**config.mk**
```make
export PLATFORM = sky130hd
export DESIGN_NAME = pure_literal_ctrl
export DESIGN_NICKNAME = d
export VERILOG_FILES = /design/src/rtl/pure_literal_ctrl.sv
export SDC_FILE = /design/constraint.sdc
export NUM_CORES = 2
export LEC_CHECK = 0
export CORE_ASPECT_RATIO = 0.75
export CORE_UTILIZATION = 60
export DETAILED_ROUTE_END_ITERATION = 8
export PLACE_DENSITY = 0.84
export REMOVE_ABC_BUFFERS = 1
export SLEW_MARGIN = 15
export SYNTH_ARGS = -nofsm -noshare
export SYNTH_HDL_FRONTEND = slang
export SYNTH_SLANG_ARGS = --single-unit
```
**constraint.sdc**
```tcl
create_clock -name clk -period 13.2 [get_ports clk]
set_input_delay 1.98 -clock clk [delete_from_list [all_inputs] [get_ports clk]]
set_output_delay 1.98 -clock clk [all_outputs]
set_load 0.02 [all_outputs]
```
**src/rtl/pure_literal_ctrl.sv**
```systemverilog
// pure_literal_ctrl: streams clause literals into the pure-literal detector, then scans
// its pure vector and offers each seen pure variable as a signed decision assignment.
module pure_literal_ctrl #(
    parameter int WIDTH = 8,
    parameter int NVARS = 256,
    parameter int AW    = 10
) (
    input  logic             clk,
    input  logic             reset,
    input  logic             start,
    input  logic [AW:0]      num_lits,
    output logic             busy,
    output logic             done,
    output logic             mem_rd_en,
    output logic [AW-1:0]    mem_addr,
    input  logic [WIDTH:0]   mem_rdata,
    input  logic             mem_active,
    output logic             det_clear,
    output logic [WIDTH:0]   det_lit,
    output logic             det_en,
    output logic             det_inputs_came,
    input  logic [NVARS-1:0] det_pure,
    output logic             assign_valid,
    input  logic             assign_ready,
    output logic [WIDTH:0]   assign_lit,
    output logic [WIDTH:0]   pure_count
);
    typedef enum logic [2:0] {IDLE, CLEAR, FETCH, DRAIN, SCAN, DONE} state_t;
    state_t state_q, state_d;
    logic [AW:0]       n_q;
    logic [AW-1:0]     addr_q;
    logic [1:0]        drain_q;
    logic              rd_q;
    logic              det_en_q;
    logic [WIDTH:0]    det_lit_q;
    logic [WIDTH:0]    pure_count_q;
    logic [WIDTH-1:0]  p_q;
    logic [NVARS-1:0]  seen_q;
    logic [NVARS-1:0]  sgn_q;
    logic [WIDTH-1:0]  v;
    logic              qual;
    logic              last_rd;
    logic              cand;
    logic              adv;
    // Negating the low bits yields |lit| mod 2**WIDTH, so the overflow word maps to 0 and is skipped.
    assign v       = mem_rdata[WIDTH] ? -mem_rdata[WIDTH-1:0] : mem_rdata[WIDTH-1:0];
    assign qual    = rd_q && mem_active && v != '0;
    assign last_rd = {1'b0, addr_q} == n_q - (AW+1)'(1);
    // The detector flags untouched variables as pure, so seen_q masks them out.
    assign cand    = seen_q[p_q] & det_pure[p_q];
    assign adv     = !cand || assign_ready;
    always_ff @(posedge clk) begin
        if (reset) state_q <= IDLE;
        else state_q <= state_d;
    end
    always_comb begin
        state_d = state_q;
        case (state_q)
            IDLE:    if (start) state_d = CLEAR;
            CLEAR:   state_d = n_q == '0 ? DRAIN : FETCH;
            FETCH:   if (last_rd) state_d = DRAIN;
            DRAIN:   if (drain_q == 2'd2) state_d = SCAN;
            SCAN:    if (&p_q && adv) state_d = DONE;
            DONE:    state_d = IDLE;
            default: state_d = IDLE;
        endcase
    end
    always_comb begin
        busy            = state_q != IDLE;
        done            = state_q == DONE;
        mem_rd_en       = state_q == FETCH;
        mem_addr        = addr_q;
        det_clear       = state_q == CLEAR;
        det_inputs_came = state_q == SCAN || state_q == DONE;
        assign_valid    = state_q == SCAN && cand;
        assign_lit      = !assign_valid ? '0 : sgn_q[p_q] ? -{1'b0, p_q} : {1'b0, p_q};
        det_en          = det_en_q;
        det_lit         = det_lit_q;
        pure_count      = pure_count_q;
    end
    always_ff @(posedge clk) begin
        if (reset) begin
            n_q          <= '0;
            addr_q       <= '0;
            drain_q      <= '0;
            rd_q         <= 1'b0;
            det_en_q     <= 1'b0;
            det_lit_q    <= '0;
            pure_count_q <= '0;
            p_q          <= WIDTH'(1);
            seen_q       <= '0;
            sgn_q        <= '0;
        end else begin
            if (state_q == IDLE && start) begin
                n_q          <= num_lits;
                pure_count_q <= '0;
                seen_q       <= '0;
                sgn_q        <= '0;
            end
            addr_q   <= state_q == FETCH ? addr_q + AW'(1) : '0;
            drain_q  <= state_q == DRAIN ? drain_q + 2'd1 : 2'd0;
            rd_q     <= mem_rd_en;
            det_en_q <= qual;
            if (qual) det_lit_q <= mem_rdata;
            if (qual && !seen_q[v]) begin
                seen_q[v] <= 1'b1;
                sgn_q[v]  <= mem_rdata[WIDTH];
            end
            p_q <= state_q == SCAN ? (adv ? p_q + WIDTH'(1) : p_q) : WIDTH'(1);
            if (assign_valid && assign_ready) pure_count_q <= pure_count_q + (WIDTH+1)'(1);
        end
    end
endmodule

```
## Word-level counts from Yosys, hierarchy flattened

Cells that the tools add are included.

| cells by class | value |
|---|---|
| add/subtract/negate cells | 7 |
| magnitude comparators | 3 |
| eq/ne operators | 11 |
| multiplexer cells | 28 |
| bitwise gates (word level) | 5 |
| reduce and logical (&&, ||, !) cells | 22 |

Operators with widths:

| cell | number |
|---|---|
| $mux W256 | 6 |
| $bwmux W256 | 1 |
| $or A256 B256 Y256 | 1 |
| $mux W9 | 4 |
| $bmux W1 S8 | 4 |
| $lt A8 B9 Y1 const B | 2 |
| $pmux W3 S5 | 1 |
| $mux W3 | 4 |
| $eq A10 B11 Y1 | 1 |
| $logic_not A11 Y1 | 1 |
| $sub A11 B1 Y11 const B | 1 |
| $add A10 B1 Y10 const B | 1 |
| $add A9 B1 Y9 const B | 1 |
| $neg A8 Y9 | 1 |
| $add A8 B1 Y8 const B | 1 |
| $demux W1 S8 | 1 |
| $ge A8 B1 Y1 const B | 1 |
| $logic_and A1 B1 Y1 | 8 |
| $mux W8 | 1 |
| $neg A8 Y8 | 1 |
| $reduce_and A8 Y1 | 1 |
| $reduce_bool A8 Y1 | 1 |
| $eq A3 B2 Y1 const B | 2 |
| $eq A3 B3 Y1 const B | 2 |
| other kinds (15) | 28 |

| word-level totals | value |
|---|---|
| bits in registers | 566 |
| input port bits | 281 |
| output and inout port bits | 44 |
| logic and storage cells | 87 |

## Depth between registers and ports, before layout

| logic depth | value |
|---|---|
| word-level depth | 8 |
| gate-level depth with buffers | 22 |
| depth with buffers taken out | 11 |

## Worst setup path before layout

No wires, ideal clock.

| path | value |
|---|---|
| path kind | input -> register |
| from | input port mem_rdata[0] |
| to | register sgn_q[127] |
| library setup time | 0.132 ns |
| data arrival time | 6.384 ns |
| required time | 13.068 ns |
| slack | 6.684 ns |
| stages on the path | 20 |
| buffers on the path | 11 |
| cell sequence | buf_6 buf_4 buf_4 buf_2 buf_2 clkbuf_1 inv_1 ha_1 nand2_1 o21a_4 buf_2 buf_2 buf_2 buf_1 mux4_2 a222oi_1 a21o_1 buf_1 nand3_1 mux2i_1 |

| on the way | value |
|---|---|
| word-level cells in the longest chain between the ends | 8 |
| elaborated cells between the ends (all ways) | 15 |
| classes of those cells | add/sub (1); order compare (2); mux (7); reduce/logical (5) |

RTL lines:

| element | RTL line | text |
|---|---|---|
| start, declared | 16 | `input logic [WIDTH:0] mem_rdata,` |
| $neg A8 Y8 | 46 | `assign v = mem_rdata[WIDTH] ? -mem_rdata[WIDTH-1:0] : mem_rdata[WIDTH-1:0];` |
| $mux W8 (*) | 46 |  |
| $lt A8 B9 Y1 (not written as such) / $ge A8 B1 Y1 (equally long branches) | 107 | `sgn_q[v] <= mem_rdata[WIDTH];` |
| $logic_and A1 B1 Y1 (not written as such) | 107 |  |
| $mux W1 (not written as such) | 107 |  |
| $demux W1 S8 | 107 |  |
| $bwmux W256 | 107 |  |
| $mux W256 (*) | 105 | `if (qual && !seen_q[v]) begin` |
| end signal, assigned by index | 107 |  |
| end, declared | 39 | `logic [NVARS-1:0] sgn_q;` |

Every way passes the cells marked *; elsewhere a longest branch is shown, timed or not. The select of a mux whose other input is x is not followed.
A chain may end at the register's enable or synchronous reset.

## Final worst setup path

| path | value |
|---|---|
| from | register p_q[1] |
| to | output port assign_lit[3] |

| on the way | value |
|---|---|
| word-level cells in the longest chain between the ends | 5 |
| elaborated cells between the ends (all ways) | 11 |
| classes of those cells | add/sub (1); mux (8); bitwise (1); reduce/logical (1) |

RTL lines:

| element | RTL line | text |
|---|---|---|
| start, declared | 37 | `logic [WIDTH-1:0] p_q;` |
| start signal, assigned | 109 | `p_q <= state_q == SCAN ? (adv ? p_q + WIDTH'(1) : p_q) : WIDTH'(1);` |
| $bmux W1 S8 | 50 | `assign cand = seen_q[p_q] & det_pure[p_q];` |
| $mux W1 (not written as such) | 50 |  |
| $and A1 B1 Y1 | 50 |  |
| $logic_and A1 B1 Y1 | 75 | `assign_valid = state_q == SCAN && cand;` |
| $mux W9 (*) | 76 | `assign_lit = !assign_valid ? '0 : sgn_q[p_q] ? -{1'b0, p_q} : {1'b0, p_q};` |
| end, declared | 25 | `output logic [WIDTH:0] assign_lit,` |

Marks and branches as above.

==> results.md <==
- Most frequent cells in the layout: 661 x nand2_1, 563 x dfxtp_1, 322 x clkdlybuf4s50_1, 289 x a21oi_1, 267 x mux2i_1
- H-tree depth: 2
- Clock Path Buffers: 3
- Crit path arrival time: 5.77 ns
- Row count: 70
- Cts hold-fix bufs: 0
- # setup viols final: 0
- I/O Pins: 325
- Tot GR Track Use: 0.402
- YS warnings: 0
- Remaining DRCs: 0
- Routability cong.: 0.969
- Total Power: 3.61 mW
- Req. time, crit path: 11.22 ns
- Sequential cell area: 11300 sq um
- Outcome: finished, final reports clean
- Worst setup SP type: flop
- Die Ht: 195 um
- Final Cycle Share: 0.587
- Cell chain of the critical path: buf_12, mux4_2, mux4_2, mux2i_1, o21ai_0, a21oi_1, o21a_1, o21ai_0, a21oi_1, clkdlybuf4s50_1
- Syn_area_per_cell: 9.52 sq um
- # port buffers: 324
- Sequential share of the synthesized area: 0.381
- Max Cap Viol: 0
- Vias: 27847
- Routed Antenna Nets: 0
- Core Region: 48900 sq um
- Initial antenna violation count: 5
- Sink Count: 566
- Vias in the first global route: 27069
- Crit end category: output pin
- Drt wl/cell: 26.3 um
- CP Class: flop to output pin
- Largest net degree at the start of global routing: 243
- Commonest non-fill, non-tap cell in the layout: nand2_1
- Fmax: 0.129 GHz
- NumNets Final: 3541
- Cell family with most CP delay: buffers and inverters
- CP max FO: 173
- #FFs+latches synth: 566
- Max-slew violation count: 0
- Multi-input gate area: 17200 sq um
- Post-DP HPWL: 67.2 mm
- Via/cell ratio: 7.06
- Crit path buf inv count: 2
- Power Density: 104 nW/um^2
- Reg clk slew, reported paths: 0.07 ns
- HP Class: flop to flop
- Share of layout cells above drive strength 1: 0.124
- Post-synthesis cell type count: 80
- P_leak: 12.5 nW
- Total grt overflow: 0
- TNS Setup: 0 ns
- Final min period: 7.75 ns
- Cts repair resizes: 0
- Detailed Routing Iterations Pass 1: 7
- Setup repair bufs after CTS: 0
- Post-synth top flop: dfxtp_1
- Slowest stage cell, crit path: dfxtp_4
- Rel. slew slack: 0.115
- Number of buffers created by CTS: 52
- CTS tree: built
- First-pass GRT wire length: 158 mm
- Synth Instances: 3123
- Util after Layout: 0.708
- Drt initial violations: 4501
- Number of synthesized flops with an enable pin: 0
- Placed Cells: 3847
- P&R area growth vs syn: 16.3%
- Netlist Area Pre-Place: 29700 sq um
- Final setup margin: 5.45 ns
- Initial Utilization: 0.608
- Fin cells: 3942
- Least-Margin Pin Slew: 1.32 ns
- Dpl ws: 5.53 ns
- DIE AREA: 50500 sq um
- Final WL: 104 mm
- Critical Path Max Stage Delay: 0.82 ns
- Hold Vio Cnt, Final: 0
- Worst Skew: 0.0254 ns
- Die X: 259 um
- Unrepaired setup endpoints after global routing: no
- FILL cells: 3475
- Clock root buffer: clkbuf_16
- Peak supply drop: 0.0000958 V
- Clock latency on the worst-skew pair: 0.61 ns
- Share of flip-flops with an asynchronous set or reset: 0
## worst paths after layout
check	endpoint	startpoint	slack [ns]	cells after the start
worst max-delay path	assign_lit[3]	p_q[1]	5.45	10
worst min register to register	drain_q[0]	drain_q[0]	0.42	1
worst min-delay path	drain_q[0]	drain_q[0]	0.42	1
worst max register to register	p_q[6]	p_q[1]	8.25	11
## flip-flops by register name, summed over array words and instances (netlist names), 2 cells and up
signal	count
sgn_q	256
drain_q	2
pure_count	9
mem_addr	10
seen_q	256
state_q	3
det_lit	9
p_q	8
n_q	11
## routing by layer
metal | part of all wire | GRT usage | wire length, um
met1 | 0.37 | 0.538 | 38000
met2 | 0.43 | 0.588 | 44600
met3 | 0.15 | 0.135 | 15800
met4 | 0.052 | 0.185 | 5430
met5 | 0.00013 | 0.00192 | 13
## final cells by class
| type | count | share of cell area |
|---|---|---|
| inverters | 22 | 0.00239 |
| multi-input cells | 2254 | 0.497 |
| diodes | 3 | 0.000217 |
| clock inverters | 8 | 0.00206 |
| repair buffers | 357 | 0.103 |
| well taps | 648 | 0.0234 |
| clock buffers | 84 | 0.0443 |
| flip-flops and latches | 566 | 0.328 |
## per-stage QoR
step	hold WS [ns]	area [sq um]
5_1_grt	0.448	34600
4_1_cts	0.422	34600
2_1_floorplan	0.392	28500
3_3_place_gp	0.400	33000
3_5_place_dp	0.413	33000
6_report	0.423	34600
## Yosys cell counts, types with 28 or more instances
master	instances	area (sq um)
o21ai_0	56	280
mux2i_1	268	2680
nand3_1	182	911
a22oi_1	35	263
nand2_1	662	2480
clkbuf_1	190	713
and2_1	28	175
o211ai_1	28	210
a21oi_1	290	1450
dfxtp_1	566	11300
nor2_1	136	510
mux4_2	246	5540
nor4_1	30	188
buf_2	60	300
## worst reg2reg max path, stage by stage, from the launching register on
cell and delay (ns):
dfxtp_4 0.82, buf_12 0.75, mux4_2 0.83, a22oi_1 0.30
a21oi_1 0.21, nor4_1 0.30, nor3_1 0.11, nor3_2 0.65
a211oi_1 0.09, buf_4 0.22, or4_1 0.47, a21oi_1 0.14
## cell families after synthesis
group,synth area share
compound gates,0.116
xor+xnor,0.00736
fa+ha+maj,0.00295
buf+inv,0.0443
flops,0.381
mux,0.279
simple gates,0.170
## power breakdown
part	leakage (nW)	total, mW	internal, mW	switching [mW]
Combinational	7.12	0.395	0.144	0.252
Sequential	4.56	1.72	1.71	0.00891
Clock	0.782	1.49	0.810	0.681
Total	12.5	3.61	2.67	0.942
No activity file was read; power rests on OpenSTA's default activity.
